--- config.mk ---
export PLATFORM = sky130hd
export DESIGN_NAME = cla64_sequencer
export DESIGN_NICKNAME = d
export VERILOG_FILES = /design/src/rtl/calc_pkg.sv /design/src/rtl/carry_look_ahead_adder_8.sv /design/src/rtl/cla64_sequencer.sv
export SDC_FILE = /design/constraint.sdc
export NUM_CORES = 1
export LEC_CHECK = 0
export CORE_MARGIN = 2
export CORE_UTILIZATION = 34
export CTS_BUF_LIST = sky130_fd_sc_hd__clkbuf_8 sky130_fd_sc_hd__clkbuf_16
export DETAILED_ROUTE_END_ITERATION = 10
export SYNTH_ARGS = -nofsm -noshare
export SYNTH_HDL_FRONTEND = slang
export SYNTH_SLANG_ARGS = --single-unit
--- constraint.sdc ---
create_clock -name clk -period 16 [get_ports clk]
set_input_delay 2.4 -clock clk [delete_from_list [all_inputs] [get_ports clk]]
set_output_delay 2.4 -clock clk [all_outputs]
set_load 0.1 [all_outputs]
--- src/rtl/calc_pkg.sv ---
// Shared calculator datapath definitions: FSM states, widths and the op_sub encoding.
package calc_pkg;
  typedef enum logic {
    IDLE = 1'b0,
    RUN  = 1'b1
  } state_t;

  localparam int unsigned CALC_WIDTH = 64;
  localparam int unsigned CLA_SLICE  = 8;
  localparam int unsigned NUM_SLICES = CALC_WIDTH / CLA_SLICE;

  localparam logic OP_ADD = 1'b0;
  localparam logic OP_SUB = 1'b1;
endpackage

--- src/rtl/carry_look_ahead_adder_8.sv ---
// 8-bit carry look-ahead adder built from generate/propagate terms.
module carry_look_ahead_adder_8 (
  input  logic [7:0] a,
  input  logic [7:0] b,
  input  logic       c_in,
  output logic [7:0] sum,
  output logic       c_out
);
  logic [7:0] g;
  logic [7:0] p;
  logic [8:0] c;

  assign g = a & b;
  assign p = a ^ b;

  always_comb begin
    c    = '0;
    c[0] = c_in;
    for (int unsigned i = 0; i < 8; i++) begin
      c[i+1] = g[i] | (p[i] & c[i]);
    end
    sum   = p ^ c[7:0];
    c_out = c[8];
  end
endmodule

--- src/rtl/cla64_sequencer.sv ---
// Multi-cycle add/subtract: one 8-bit CLA reused across all slices, LSB slice first,
// with the inter-slice carry registered between cycles.
module cla64_sequencer
  import calc_pkg::*;
#(
  parameter int unsigned WIDTH = CALC_WIDTH,
  parameter int unsigned SLICE = CLA_SLICE
) (
  input  logic             clk,
  input  logic             rst_n,
  input  logic             start,
  input  logic             op_sub,
  input  logic [WIDTH-1:0] a,
  input  logic [WIDTH-1:0] b,
  output logic             busy,
  output logic             done,
  output logic [WIDTH-1:0] result,
  output logic             c_out,
  output logic             overflow
);
  localparam int unsigned NSL   = WIDTH / SLICE;
  localparam int unsigned IDX_W = (NSL > 1) ? $clog2(NSL) : 1;

  state_t           state, state_nxt;
  logic [IDX_W-1:0] idx;
  logic             carry_q;
  logic [WIDTH-1:0] a_q, b_q, acc, acc_nxt;
  logic [SLICE-1:0] a_sl, b_sl, sum_sl;
  logic             c_sl;
  logic             last;

  assign a_sl = a_q[idx*SLICE +: SLICE];
  assign b_sl = b_q[idx*SLICE +: SLICE];
  assign last = (idx == IDX_W'(NSL - 1));
  assign busy = (state == RUN);

  carry_look_ahead_adder_8 u_cla (
    .a     (a_sl),
    .b     (b_sl),
    .c_in  (carry_q),
    .sum   (sum_sl),
    .c_out (c_sl)
  );

  // Merge the current slice so the final cycle can publish the full sum directly.
  always_comb begin
    acc_nxt = acc;
    acc_nxt[idx*SLICE +: SLICE] = sum_sl;
  end

  always_comb begin
    state_nxt = state;
    case (state)
      IDLE:    if (start) state_nxt = RUN;
      RUN:     if (last)  state_nxt = IDLE;
      default: state_nxt = IDLE;
    endcase
  end

  always_ff @(posedge clk or negedge rst_n) begin
    if (!rst_n) state <= IDLE;
    else        state <= state_nxt;
  end

  always_ff @(posedge clk or negedge rst_n) begin
    if (!rst_n) begin
      idx      <= '0;
      carry_q  <= 1'b0;
      a_q      <= '0;
      b_q      <= '0;
      acc      <= '0;
      done     <= 1'b0;
      result   <= '0;
      c_out    <= 1'b0;
      overflow <= 1'b0;
    end else begin
      done <= 1'b0;
      case (state)
        IDLE: begin
          if (start) begin
            a_q     <= a;
            b_q     <= (op_sub == OP_SUB) ? ~b : b;
            carry_q <= op_sub;
            idx     <= '0;
          end
        end
        RUN: begin
          acc     <= acc_nxt;
          carry_q <= c_sl;
          if (last) begin
            result   <= acc_nxt;
            c_out    <= c_sl;
            overflow <= (a_q[WIDTH-1] == b_q[WIDTH-1]) && (sum_sl[SLICE-1] != a_q[WIDTH-1]);
            done     <= 1'b1;
          end else begin
            idx <= idx + 1'b1;
          end
        end
        default: ;
      endcase
    end
  end
endmodule
* Word-level counts from Yosys, hierarchy flattened *
Index checks and enable logic that the tools add are counted.
Widths: inputs -> output; s select.

storage, ports and cells
  bits in registers = 264
  input bits = 132
  word-level logic and storage cells = 58

operators by class
  $add $sub $neg = 2
  equality and inequality tests = 5
  shift-type cells = 4
  multiplexer cells = 12
  bitwise operators = 21
  reductions and logical operators = 4

operators by type and width
  cell                     count
  $shiftx 64x7->8          2
  $bwmux 64                1
  $mux 64                  1
  $not 64->64              1
  $shift 8x34->64 const A  1
  $shiftx 8x34->64         1
  $neg 6->34               1
  $xor 8x8->8              2
  $and 1x1->1              8
  $and 8x8->8              1
  $or 1x1->1               8
  $mux 3                   2
  $pmux 3 s2               1
  $reduce_and 2->1         3
  $mux 1                   5
  $ne 2x2->1 const B       2
  $pmux 1 s2               2
  $add 3x1->3 const B      1
  $eq 3x3->1 const B       1
  $eq 1x1->1               1
  $logic_and 1x1->1        1
  $ne 1x1->1               1
  $not 1->1                1

* Logic depth before layout (Yosys ltp) *
Gate-level depths: netlist (run 1).

  word-level depth = 19
  mapped depth = 20

* Hierarchy *
Synthesis (run 1) repeated with hierarchy kept, for this count alone.

unflattened totals
  cell total of the unflattened synthesis = 1,028
  area total of the unflattened synthesis = 12,363.1 µm²

modules (own cells, without submodules)
  module                    instances  cells an instance  area an instance (µm²)  sequential area each (µm²)
  cla64_sequencer           1          1,010              12,165.4                6,606.3
  carry_look_ahead_adder_8  1          18                 197.7                   0.0

* Worst setup path after synthesis (run 1) *
Ideal clock, no wire load.

  kind = register -> register
  from = reg idx[1]
  to = reg acc[47]
  arrival time = 5.183 ns
  required time = 15.875 ns
  setup slack = 10.692 ns
  stages on the path, launching flop included = 21
  cell sequence = dfrtp_1 buf_6 buf_2 clkbuf_1 mux4_2 nand2_1 nand2_1 fa_1 inv_1 fa_1 fa_1 fa_1 fa_1 fa_1 fa_1 inv_1 fa_1 nor2b_1 clkbuf_1 and3_1 mux2_2

on the way
  cells in the longest elaborated chain, start to end = 19
  elaborated cells between the ends (all ways) = 23
  those cells by class = add/sub: 1; shift: 4; mux: 1; bitwise: 17

ends and longest elaborated chain
  item                                RTL line                                      text
  start, declared                     cla64_sequencer.sv:25                         logic [IDX_W-1:0] idx;
  start signal, assigned              cla64_sequencer.sv:96                         idx <= idx + 1'b1;
  $shiftx 64x7->8 (on tied branches)  cla64_sequencer.sv:32, cla64_sequencer.sv:33
  $xor 8x8->8                         carry_look_ahead_adder_8.sv:14                assign p = a ^ b;
  $and 1x1->1                         carry_look_ahead_adder_8.sv:20                c[i+1] = g[i] | (p[i] & c[i]);
  $or 1x1->1                          carry_look_ahead_adder_8.sv:20
  $and 1x1->1                         carry_look_ahead_adder_8.sv:20
  $or 1x1->1                          carry_look_ahead_adder_8.sv:20
  $and 1x1->1                         carry_look_ahead_adder_8.sv:20
  $or 1x1->1                          carry_look_ahead_adder_8.sv:20
  [3 not listed]                      n/a
  $or 1x1->1                          carry_look_ahead_adder_8.sv:20
  $and 1x1->1                         carry_look_ahead_adder_8.sv:20
  $or 1x1->1                          carry_look_ahead_adder_8.sv:20
  $and 1x1->1                         carry_look_ahead_adder_8.sv:20
  $or 1x1->1                          carry_look_ahead_adder_8.sv:20
  $xor 8x8->8                         carry_look_ahead_adder_8.sv:22                sum = p ^ c[7:0];
  $shiftx 8x34->64                    cla64_sequencer.sv:48                         acc_nxt[idx*SLICE +: SLICE] = sum_sl;
  $bwmux 64 *                         cla64_sequencer.sv:48
  end signal, assigned                cla64_sequencer.sv:88                         acc <= acc_nxt;
  end, declared                       cla64_sequencer.sv:27                         logic [WIDTH-1:0] a_q, b_q, acc, acc_nxt;

Every way passes the cells marked *; elsewhere a longest branch is shown, timed or not.
A chain may end at the register's enable or synchronous reset.

* Final worst setup path (run 1) *
  from = reg idx[0]
  to = reg acc[47]

Same word-level chain as after synthesis.

==> impl_metrics.prom, run 1 <==
# TYPE chip_impl_metric gauge
chip_impl_info{name="status",value="completed"} 1
chip_impl_metric{name="cap_violations",unit=""} 0
chip_impl_metric{name="remaining_drc_errors",unit=""} 0
chip_impl_metric{name="multiInputGateArea",unit="um^2"} 5474
chip_impl_info{name="dominantRegCellSynth",value="dfrtp_1"} 1
chip_impl_metric{name="yosysWarningCount",unit=""} 0
chip_impl_metric{name="setup_viol",unit=""} 0
chip_impl_info{name="yosys-top-cells-count",value="dfrtp_1 (264), o21ai_0 (137), nand2_1 (110)"} 1
chip_impl_metric{name="clock_pin_slew_worst_setup_and_hold_paths",unit="ns"} 0.06
chip_impl_metric{name="layout-area-overhead-vs-synth",unit="%"} 25.64
chip_impl_info{name="netlist_top_cells_area",value="dfrtp_1 (53%), mux2_2 (9.0%), mux4_2 (5.8%)"} 1
chip_impl_metric{name="mean_instance_size_in_the_synthesized_netlist",unit="um^2"} 11.39
chip_impl_metric{name="clock_sink_count",unit=""} 264
chip_impl_metric{name="grt_antenna_before_repair",unit=""} 4
chip_impl_metric{name="post_cts_buffers",unit=""} 0
chip_impl_metric{name="diode_insertion_count_for_antenna_repair",unit=""} 0
chip_impl_metric{name="layout.filler_cells",unit=""} 3453
chip_impl_metric{name="die_h",unit="um"} 195.9
chip_impl_metric{name="synth_edf_count",unit=""} 0
chip_impl_metric{name="fin_crit_sh",unit="%"} 36.78
chip_impl_metric{name="nNetsFinal",unit=""} 1405
chip_impl_metric{name="crit_path_max_fanout",unit=""} 45
chip_impl_metric{name="floorplan.die_area",unit="um^2"} 38390
chip_impl_metric{name="clk_path_buf_depth",unit=""} 3
chip_impl_info{name="synth.largest_area_cell",value="dfrtp_1"} 1
chip_impl_metric{name="final-hold-violation-count",unit=""} 0
chip_impl_metric{name="dp.final_hpwl",unit="mm"} 24.05
chip_impl_info{name="tritoncts",value="done"} 1
chip_impl_metric{name="cts_htree_levels",unit=""} 1
chip_impl_metric{name="initial_utilization",unit="%"} 34.38
chip_impl_metric{name="slew_limit_fails",unit=""} 0
chip_impl_metric{name="floorplan.die.width",unit="um"} 195.9
chip_impl_metric{name="cts_resized",unit=""} 0
chip_impl_metric{name="async_flop_share",unit="%"} 100.0
chip_impl_metric{name="grt_pass1_vias",unit=""} 9001
chip_impl_info{name="rsz_0062_raised_after_global_routing",value="false"} 1
chip_impl_metric{name="drt_pre_antenna_iters",unit=""} 5
chip_impl_metric{name="global_route_wire_length_before_repair",unit="mm"} 53.99
chip_impl_info{name="min-delay-path-class",value="register to register"} 1
chip_impl_metric{name="synth_nets",unit=""} 1247
chip_impl_metric{name="maxSlewHeadroom",unit="%"} 22.11
chip_impl_metric{name="totalWireLength",unit="mm"} 34.40
chip_impl_metric{name="netlist_area",unit="um^2"} 12530
chip_impl_metric{name="drt_first_iter_violations",unit=""} 621
chip_impl_metric{name="ys_ff_latch",unit=""} 264
chip_impl_metric{name="via_count",unit=""} 8934
chip_impl_metric{name="globalRouteOverflowTotal",unit=""} 0
chip_impl_metric{name="worst_pin_slew",unit="ns"} 1.166
chip_impl_info{name="synth.most_common_cell",value="dfrtp_1"} 1
chip_impl_metric{name="maximum_number_of_pins_on_one_net_before_global_route_repair",unit=""} 138
chip_impl_metric{name="achievable-frequency",unit="GHz"} 0.1699
chip_impl_metric{name="groute.usage.overall",unit="%"} 17.98
chip_impl_metric{name="post-route-min-period",unit="ns"} 5.885
chip_impl_metric{name="layout-drive-gt1-share",unit="%"} 15.87
chip_impl_metric{name="synth_top_area_share",unit="%"} 52.74
chip_impl_metric{name="core_region_area",unit="um^2"} 36430
chip_impl_info{name="end_kind",value="register"} 1
chip_impl_info{name="path_class",value="register to register"} 1
chip_impl_metric{name="vias_per_cell",unit=""} 5.114
chip_impl_metric{name="worstPathArrival",unit="ns"} 6.32
chip_impl_metric{name="routedWlPerCell",unit="um"} 19.69
chip_impl_metric{name="yosys.cell_types.count",unit=""} 45
chip_impl_metric{name="insertion_delay",unit="ns"} 0.56
chip_impl_metric{name="worst-endpoint-required",unit="ns"} 16.43
chip_impl_metric{name="detail-route-antenna-nets",unit=""} 0
chip_impl_metric{name="postSynthCellCount",unit=""} 1100
chip_impl_metric{name="synth_seq_area_share",unit="%"} 52.74
chip_impl_metric{name="total_negative_slack",unit="ns"} 0
chip_impl_metric{name="place.gp.congestion",unit=""} 0.8201
chip_impl_metric{name="ctsHoldBuffers",unit=""} 0
chip_impl_info{name="startpoint_type",value="register"} 1
chip_impl_metric{name="cts_made_buffers",unit=""} 30
chip_impl_metric{name="top_level_ports",unit=""} 200
chip_impl_info{name="cts.root.buffer_cell",value="clkbuf_16"} 1
chip_impl_metric{name="place.port_buffers",unit=""} 199
chip_impl_metric{name="timing.clock.skew",unit="ns"} 0.01751
chip_impl_metric{name="fp-row-count",unit=""} 70
chip_impl_metric{name="sequential_cell_area",unit="um^2"} 6611
-- layout by cell type, fill, tap and decap left out, types with 12 or more instances in the layout --
master / netlist / routed
clkbuf_16: 0 / 30
a21oi_1: 37 / 37
nand2_1: 110 / 110
nor3_1: 13 / 13
nor2_1: 80 / 80
inv_1: 17 / 32
buf_4: 2 / 12
mux2i_1: 25 / 25
dfrtp_1: 264 / 262
mux2_2: 100 / 100
xnor2_1: 65 / 65
o21ai_0: 137 / 137
a31oi_1: 22 / 22
a221oi_1: 16 / 16
mux4_2: 32 / 32
clkdlybuf4s50_1: 0 / 197
-- cell families after synthesis --
| logic type | count (synthesis) | synth area share, % |
|---|---|---|
| xor gates and xnor gates | 65 | 4.545 |
| DFF | 264 | 52.74 |
| buffers and inverters | 103 | 3.656 |
| AOI/OAI and AO/OA | 231 | 10.56 |
| and+or+nand+nor | 265 | 9.779 |
| muxes | 157 | 16.74 |
| adders and majority gates | 15 | 1.978 |
-- final cells by class --
class                      instances  share of cell area, %
clock buffer                      34                  5.120
clock inverter                    19                 0.7155
inverter                          19                 0.4532
multi-input combinational        733                  34.78
sequential                       264                  42.01
tap                              468                  3.721
timing repair buffer             210                  13.20
-- per-stage QoR --
stage / utilization, % / setup slack, ns / instance area [um^2] / instances / hold slack [ns]
detailed placement: 40.67 / 10.09 / 14820 / 1694 / 0.4662
finish: 43.19 / 10.11 / 15740 / 1747 / 0.4739
global route: 43.19 / 9.765 / 15740 / 1747 / 0.4996
CTS: 43.19 / 10.09 / 15740 / 1747 / 0.4791
global placement: 40.67 / 10.18 / 14820 / 1694 / 0.4563
floorplan: - / 10.69 / 12530 / 1100 / 0.4446
-- worst max-delay path, stage by stage (launching register included) --
cell,delay (ns)
dfrtp_4,0.48
buf_4,0.67
mux4_2,0.36
nand2_1,0.05
nand2_1,0.11
fa_1,0.18
inv_1,0.05
fa_1,0.38
fa_1,0.40
fa_1,0.41
fa_1,0.40
fa_1,0.39
fa_1,0.37
inv_1,0.07
fa_1,0.51
nor2b_1,0.30
and3_1,0.31
mux2_2,0.27
-- path summary, 6_finish.rpt --
path / startpoint / end / slack, ns / cells past startpoint
worst max-delay path: idx[0]$_DFFE_PN0P_ / acc[47]$_DFFE_PN0P_ / 10.11 / 17
worst min-delay path: b_q[60]$_DFFE_PN0P_ / b_q[60]$_DFFE_PN0P_ / 0.47 / 2
worst max register to register: idx[0]$_DFFE_PN0P_ / acc[47]$_DFFE_PN0P_ / 10.11 / 17
worst min register to register: b_q[60]$_DFFE_PN0P_ / b_q[60]$_DFFE_PN0P_ / 0.47 / 2
max in group asynchronous: rst_n / a_q[11]$_DFFE_PN0P_ / 12.44 / 2
min in group asynchronous: rst_n / done$_DFF_PN0_ / 1.95 / 1
-- sequential cells by signal (all words and copies together), names as in the netlist, 3 cells and up --
name / cells
a_q: 64
acc: 64
idx: 3
b_q: 64
result: 64
-- layer usage --
layer | global-route usage (%) | wire, um | share of wire [%]
met5 | 0 | 48 | 0.14
met3 | 3.455 | 2003 | 5.8
met1 | 26.00 | 15860 | 46
met4 | 3.002 | 554 | 1.6
met2 | 28.55 | 15930 | 46
Power of run 1 is left out: the tool's default activity adds up to more than one toggle a clock period on the data nets, which glitch-free logic cannot reach.
==> run 2: changes to the inputs <==
==> constraint.sdc (replaced) <==
create_clock -name clk -period 4.8 [get_ports clk]
set_input_delay 0.72 -clock clk [delete_from_list [all_inputs] [get_ports clk]]
set_output_delay 0.72 -clock clk [all_outputs]
set_load 0.1 [all_outputs]
==> impl_metrics.prom, run 2 (synthesis gave the netlist of run 1 again) <==
# TYPE chip_impl_metric gauge
chip_impl_metric{name="worst_pin_slew",unit="ns"} 1.048
chip_impl_metric{name="vias_per_cell",unit=""} 5.028
chip_impl_info{name="cts.root.buffer_cell",value="clkbuf_16"} 1
chip_impl_metric{name="fp-row-count",unit=""} 70
chip_impl_metric{name="fin_crit_sh",unit="%"} 97.93
chip_impl_metric{name="nNetsFinal",unit=""} 1424
chip_impl_metric{name="floorplan.die_area",unit="um^2"} 38390
chip_impl_metric{name="timing.reg2reg.worst_path_depth",unit=""} 16
chip_impl_metric{name="setup_viol",unit=""} 0
chip_impl_metric{name="grt_pass1_vias",unit=""} 9067
chip_impl_metric{name="clock_sink_count",unit=""} 264
chip_impl_metric{name="clk_path_buf_depth",unit=""} 3
chip_impl_metric{name="critical_path.n_buffers_inverters",unit=""} 2
chip_impl_metric{name="drt_first_iter_violations",unit=""} 494
chip_impl_info{name="r2r-end",value="acc[47]$_DFFE_PN0P_"} 1
chip_impl_metric{name="diode_insertion_count_for_antenna_repair",unit=""} 0
chip_impl_metric{name="global_route_wire_length_before_repair",unit="mm"} 53.71
chip_impl_metric{name="drt_pre_antenna_iters",unit=""} 5
chip_impl_metric{name="final-hold-violation-count",unit=""} 0
chip_impl_info{name="worstPathCellList",value="mux4_2, nand2_1, nand2_2, fa_2, inv_2, fa_2, fa_2, fa_2, fa_2, fa_2, fa_2, inv_2, fa_1, nor2b_4, and3_4, mux2_2"} 1
chip_impl_info{name="status",value="completed"} 1
chip_impl_metric{name="worstPathArrival",unit="ns"} 5.12
chip_impl_metric{name="remaining_drc_errors",unit=""} 0
chip_impl_info{name="path_class",value="register to register"} 1
chip_impl_metric{name="totalWireLength",unit="mm"} 34.04
chip_impl_metric{name="via_count",unit=""} 8879
chip_impl_metric{name="ctsHoldBuffers",unit=""} 0
chip_impl_metric{name="post_cts_buffers",unit=""} 0
chip_impl_info{name="tritoncts",value="done"} 1
chip_impl_metric{name="achievable-frequency",unit="GHz"} 0.2127
chip_impl_metric{name="groute.usage.overall",unit="%"} 17.81
chip_impl_info{name="critical-path-top-cell-by-count",value="fa_2"} 1
chip_impl_metric{name="place.port_buffers",unit=""} 199
chip_impl_metric{name="clock_pin_slew_worst_setup_and_hold_paths",unit="ns"} 0.06
chip_impl_metric{name="insertion_delay",unit="ns"} 0.56
chip_impl_metric{name="detail-route-antenna-nets",unit=""} 0
chip_impl_metric{name="layout.core_utilization",unit="%"} 43.83
chip_impl_metric{name="cts_htree_levels",unit=""} 1
chip_impl_info{name="final_common_cell",value="dfrtp_1"} 1
chip_impl_metric{name="post-route-min-period",unit="ns"} 4.701
chip_impl_info{name="min-delay-path-class",value="input pin to asynchronous set/reset pin"} 1
chip_impl_metric{name="finalHoldWorstSlack",unit="ns"} 0.1997
chip_impl_metric{name="critical_path.max_stage_delay",unit="ns"} 0.53
chip_impl_info{name="rr_startpoint",value="idx[0]$_DFFE_PN0P_"} 1
chip_impl_metric{name="die_h",unit="um"} 195.9
chip_impl_info{name="rsz_0062_raised_after_global_routing",value="false"} 1
chip_impl_info{name="cp_top_family",value="adder cells"} 1
chip_impl_metric{name="grt_antenna_before_repair",unit=""} 0
chip_impl_metric{name="maxSlewHeadroom",unit="%"} 29.90
chip_impl_metric{name="place.gp.congestion",unit=""} 0.8223
chip_impl_metric{name="slew_limit_fails",unit=""} 0
chip_impl_metric{name="top_level_ports",unit=""} 200
chip_impl_info{name="slowest_stage",value="dfrtp_4"} 1
chip_impl_metric{name="dp.final_hpwl",unit="mm"} 24.76
chip_impl_metric{name="core_region_area",unit="um^2"} 36430
chip_impl_metric{name="maximum_number_of_pins_on_one_net_before_global_route_repair",unit=""} 108
chip_impl_metric{name="cts_made_buffers",unit=""} 29
chip_impl_info{name="startpoint_type",value="register"} 1
chip_impl_metric{name="timing.clock.skew",unit="ns"} 0.02786
chip_impl_metric{name="regToRegSetupSlack",unit="ns"} 0.1
chip_impl_metric{name="worst-endpoint-required",unit="ns"} 5.22
chip_impl_info{name="end_kind",value="register"} 1
chip_impl_metric{name="crit_path_max_fanout",unit=""} 7
chip_impl_metric{name="layout-area-overhead-vs-synth",unit="%"} 27.49
chip_impl_info{name="most_frequent_cells_in_the_layout",value="dfrtp_1 (262), clkdlybuf4s50_1 (197), o21ai_0 (137), nand2_1 (108), mux2_2 (99)"} 1
chip_impl_metric{name="routedWlPerCell",unit="um"} 19.27
chip_impl_metric{name="cap_violations",unit=""} 0
chip_impl_metric{name="layout-drive-gt1-share",unit="%"} 18.80
chip_impl_metric{name="floorplan.die.width",unit="um"} 195.9
chip_impl_metric{name="initial_utilization",unit="%"} 34.38
chip_impl_metric{name="globalRouteOverflowTotal",unit=""} 0
-- run 2: cell count changes in the layout (fill, tap and decap cells not counted), sizes merged --
cell / previous run / this run
buf: 13 / 33
inv: 34 / 27
clkinv: 3 / 6
clkbuf: 34 / 36
clkinvlp: 0 / 1
-- run 2: what timing repair did --
action	in CTS	in global routing
setup endpoints to repair	1	10
pin swaps	1	5
resized for setup	0	7
-- run 2: worst reg2reg max path: cells and delay by family, from the launching register on --
family | cells | cell delay (ns)
adders and majority gates | 8 | 2.76
muxes | 2 | 0.62
and+or+nand+nor | 4 | 0.57
DFF | 1 | 0.53
buffers and inverters | 2 | 0.10
-- run 2: cell type report --
class	instances	area, um^2
fill	3447	20470
sequential	264	6611
multi-input combinational	733	5520
timing repair buffer	230	2256
clock buffer	36	822.0
tap	468	585.6
clock inverter	16	102.6
inverter	19	71.32
-- run 2: worst max path at each step --
stage / start / cells after the start / to / slack (ns)
global placement: idx[0]$_DFFE_PN0P_ / 16 / acc[47]$_DFFE_PN0P_ / 0.09
finish: idx[0]$_DFFE_PN0P_ / 16 / acc[47]$_DFFE_PN0P_ / 0.1
global route: idx[0]$_DFFE_PN0P_ / 16 / acc[47]$_DFFE_PN0P_ / 0.003
CTS: idx[0]$_DFFE_PN0P_ / 14 / acc[47]$_DFFE_PN0P_ / 0.03
detailed placement: idx[0]$_DFFE_PN0P_ / 14 / acc[47]$_DFFE_PN0P_ / 0.02
floorplan: idx[0]$_DFFE_PN0P_ / 19 / acc[47]$_DFFE_PN0P_ / -0.05
-- run 2: metrics by stage --
stage / setup WS [ns] / std cells / TNS [ns] / cell area [um^2]
3_3_place_gp: 0.09004 / 1714 / 0 / 15020
3_5_place_dp: 0.02012 / 1714 / 0 / 15020
4_1_cts: 0.02891 / 1766 / 0 / 15950
2_1_floorplan: -0.05257 / 1100 / -0.1447 / 12610
6_report: 0.09942 / 1766 / 0 / 15970
5_1_grt: 0.003449 / 1766 / 0 / 15970
-- run 2: routing by layer --
| metal | GRT usage (%) | wire length (um) |
|---|---|---|
| met5 | 0 | 0 |
| met4 | 3.956 | 717 |
| met3 | 2.751 | 1655 |
| met2 | 28.61 | 15840 |
| met1 | 25.51 | 15830 |
Power of run 2 is left out for the same reason.
==> patch, RTL diff (config.mk and constraints of run 2) <==
Change the package constant `CALC_WIDTH` from 64 to 32.
--- a/src/rtl/calc_pkg.sv
+++ b/src/rtl/calc_pkg.sv
@@ -5,7 +5,7 @@
     RUN  = 1'b1
   } state_t;
 
-  localparam int unsigned CALC_WIDTH = 64;
+  localparam int unsigned CALC_WIDTH = 32;
   localparam int unsigned CLA_SLICE  = 8;
   localparam int unsigned NUM_SLICES = CALC_WIDTH / CLA_SLICE;
 
Interface: changed (resized a, b and result); port bits go from 200 to 104. No check against the original RTL was run, so the function may have changed too.
==> patch against run 2 <==
Area after synthesis fell by 53%. Cell area fell by 51%. Setup slack better by 290 ps. Global-route usage shrank 1.6 points. Sequential share of layout area shrank 0.41 points. Sequential cell count fell by 137. Routed wire length decreased by 59%. Highest routed layer unchanged. Die area decreased by 52%.
Power is left out: the tool's default activity adds up to more than one toggle a clock period on the data nets, which glitch-free logic cannot reach.
==> patch: results <==
[logic_synthesis]
ys_seq_area_frac = 0.538
yosys-top-cells-count = "dfrtp_1 (127), nand2_1 (79), o21ai_0 (60)"
syn-num-nets = 587
yosysWarnings = 0
synth.area.top_cells = "dfrtp_1 (54%), mux2_2 (6.1%), mux4_2 (6.1%), o21ai_0 (5.1%), nand2_1 (5.0%)"
synth-async-reset-ratio = 1.00
synth_cell_type_count = 34

[detailed_routing]
routed_wirelength_mm = 13.8
drtIter0Drc = 207
vias = 4099
first_pass_iters = 4

[worst_setup_path]
rr_worst_depth = 14
crit_fanout = 6
r2r_slack_ps = 390
rr_startpoint = "idx[0]$_DFFE_PN0P_"
crit_end = "overflow$_DFFE_PN0P_"
cpPeakStageDelay_ps = 480
startpoint = "idx[0]$_DFFE_PN0P_"
critPathArrivalTime_ps = 4740
slowest_stage = "dfrtp_1"

[placed_design]
dp_hpwl_mm = 9.85
globalplace.congestion = 0.789
port_buffers = 103

[cts]
clk_pin_slew_ps = 60
postCtsSetupBuffers = 0
clk_path_buf_depth = 2
insertion_delay_ps = 420
cts-resized-gates = 0
htree_levels = 4
clockRootBuffer = "clkbuf_16"
cts_made_buffers = 17

[finish]
num_antenna_cells = 0
fin_nets = 682
drive_gt1_frac = 0.164
fillers = 1568

[sta]
slew_headroom = 0.310
final.setup_skew_ps = 7.91

[grt]
grt_first_pass_wirelength_mm = 22.7
grt_max_degree = 97
grt_usage = 0.162
antenna_found_initial = 0
grt_pass1_vias = 4355

[run_status]
outcome = "finished clean"
==> patch: cell types whose count changed in the layout (fill, tap and decap cells not counted), moves of 24 or more <==
cell                    run 2  this run
mux2i_1                    25         1
mux2_2                     99        32
o21ai_0                   137        60
xnor2_1                    65        32
dfrtp_1                   262       127
a21oi_1                    37         5
clkdlybuf4s50_1           197       101
nand2_1                   108        79
nor2_1                     80         3
==> patch: worst register-to-register path, delay by kind of cell (launching register included) <==
family | cells | cell delay (ps)
muxes | 1 | 400
buffers and inverters | 2 | 130
AOI/OAI and AO/OA | 2 | 180
adders and majority gates | 8 | 2920
DFF | 1 | 480
and+or+nand+nor | 1 | 230
==> patch: through the flow <==
stage | cells | hold WS [ps] | utilization | cell area [um2] | setup WS [ps]
2_1_floorplan | 506 | 424 | - | 5900 | 309
3_3_place_gp | 807 | 461 | 0.415 | 7100 | 406
3_5_place_dp | 807 | 467 | 0.415 | 7100 | 351
4_1_cts | 839 | 180 | 0.453 | 7750 | 369
5_1_grt | 839 | 195 | 0.453 | 7750 | 123
6_report | 839 | 183 | 0.453 | 7750 | 386
==> patch: layout make-up <==
cell class                      instances  area share
Sequential cell                       127       0.410
Inverter                               38      0.0184
Clock inverter                         14      0.0278
Tap cell                              225      0.0363
Multi-Input combinational cell        308       0.313
Timing Repair Buffer                  109       0.138
Clock buffer                           18      0.0566
==> patch: worst min path at each step <==
stage,to,startpoint,depth (start not counted),slack [ps]
4_1_cts,b_q[27]$_DFFE_PN0P_,rst_n,1,180
3_5_place_dp,acc[22]$_DFFE_PN0P_,acc[22]$_DFFE_PN0P_,2,470
5_1_grt,b_q[20]$_DFFE_PN0P_,rst_n,1,200
2_1_floorplan,a_q[0]$_DFFE_PN0P_,rst_n,0,420
3_3_place_gp,acc[17]$_DFFE_PN0P_,acc[17]$_DFFE_PN0P_,2,460
6_report,b_q[27]$_DFFE_PN0P_,rst_n,1,180
==> patch: cell families after synthesis <==
group	Yosys count	share of synthesized area
buffers and inverters	71	0.0517
multiplexers	49	0.124
adder cells (fa/ha/maj)	13	0.0377
XOR/XNOR	32	0.0475
flip-flops	127	0.538
AO/OA/AOI/OAI	114	0.123
AND/OR/NAND/NOR	100	0.0782
==> patch: per-layer routing <==
| layer | share of wire | wire length, um | global-route usage |
|---|---|---|---|
| met1 | 0.44 | 6120 | 0.212 |
| met2 | 0.49 | 6810 | 0.265 |
| met3 | 0.051 | 702 | 0.0374 |
| met4 | 0.014 | 188 | 0.0584 |
| met5 | 0 | 0 | 0 |
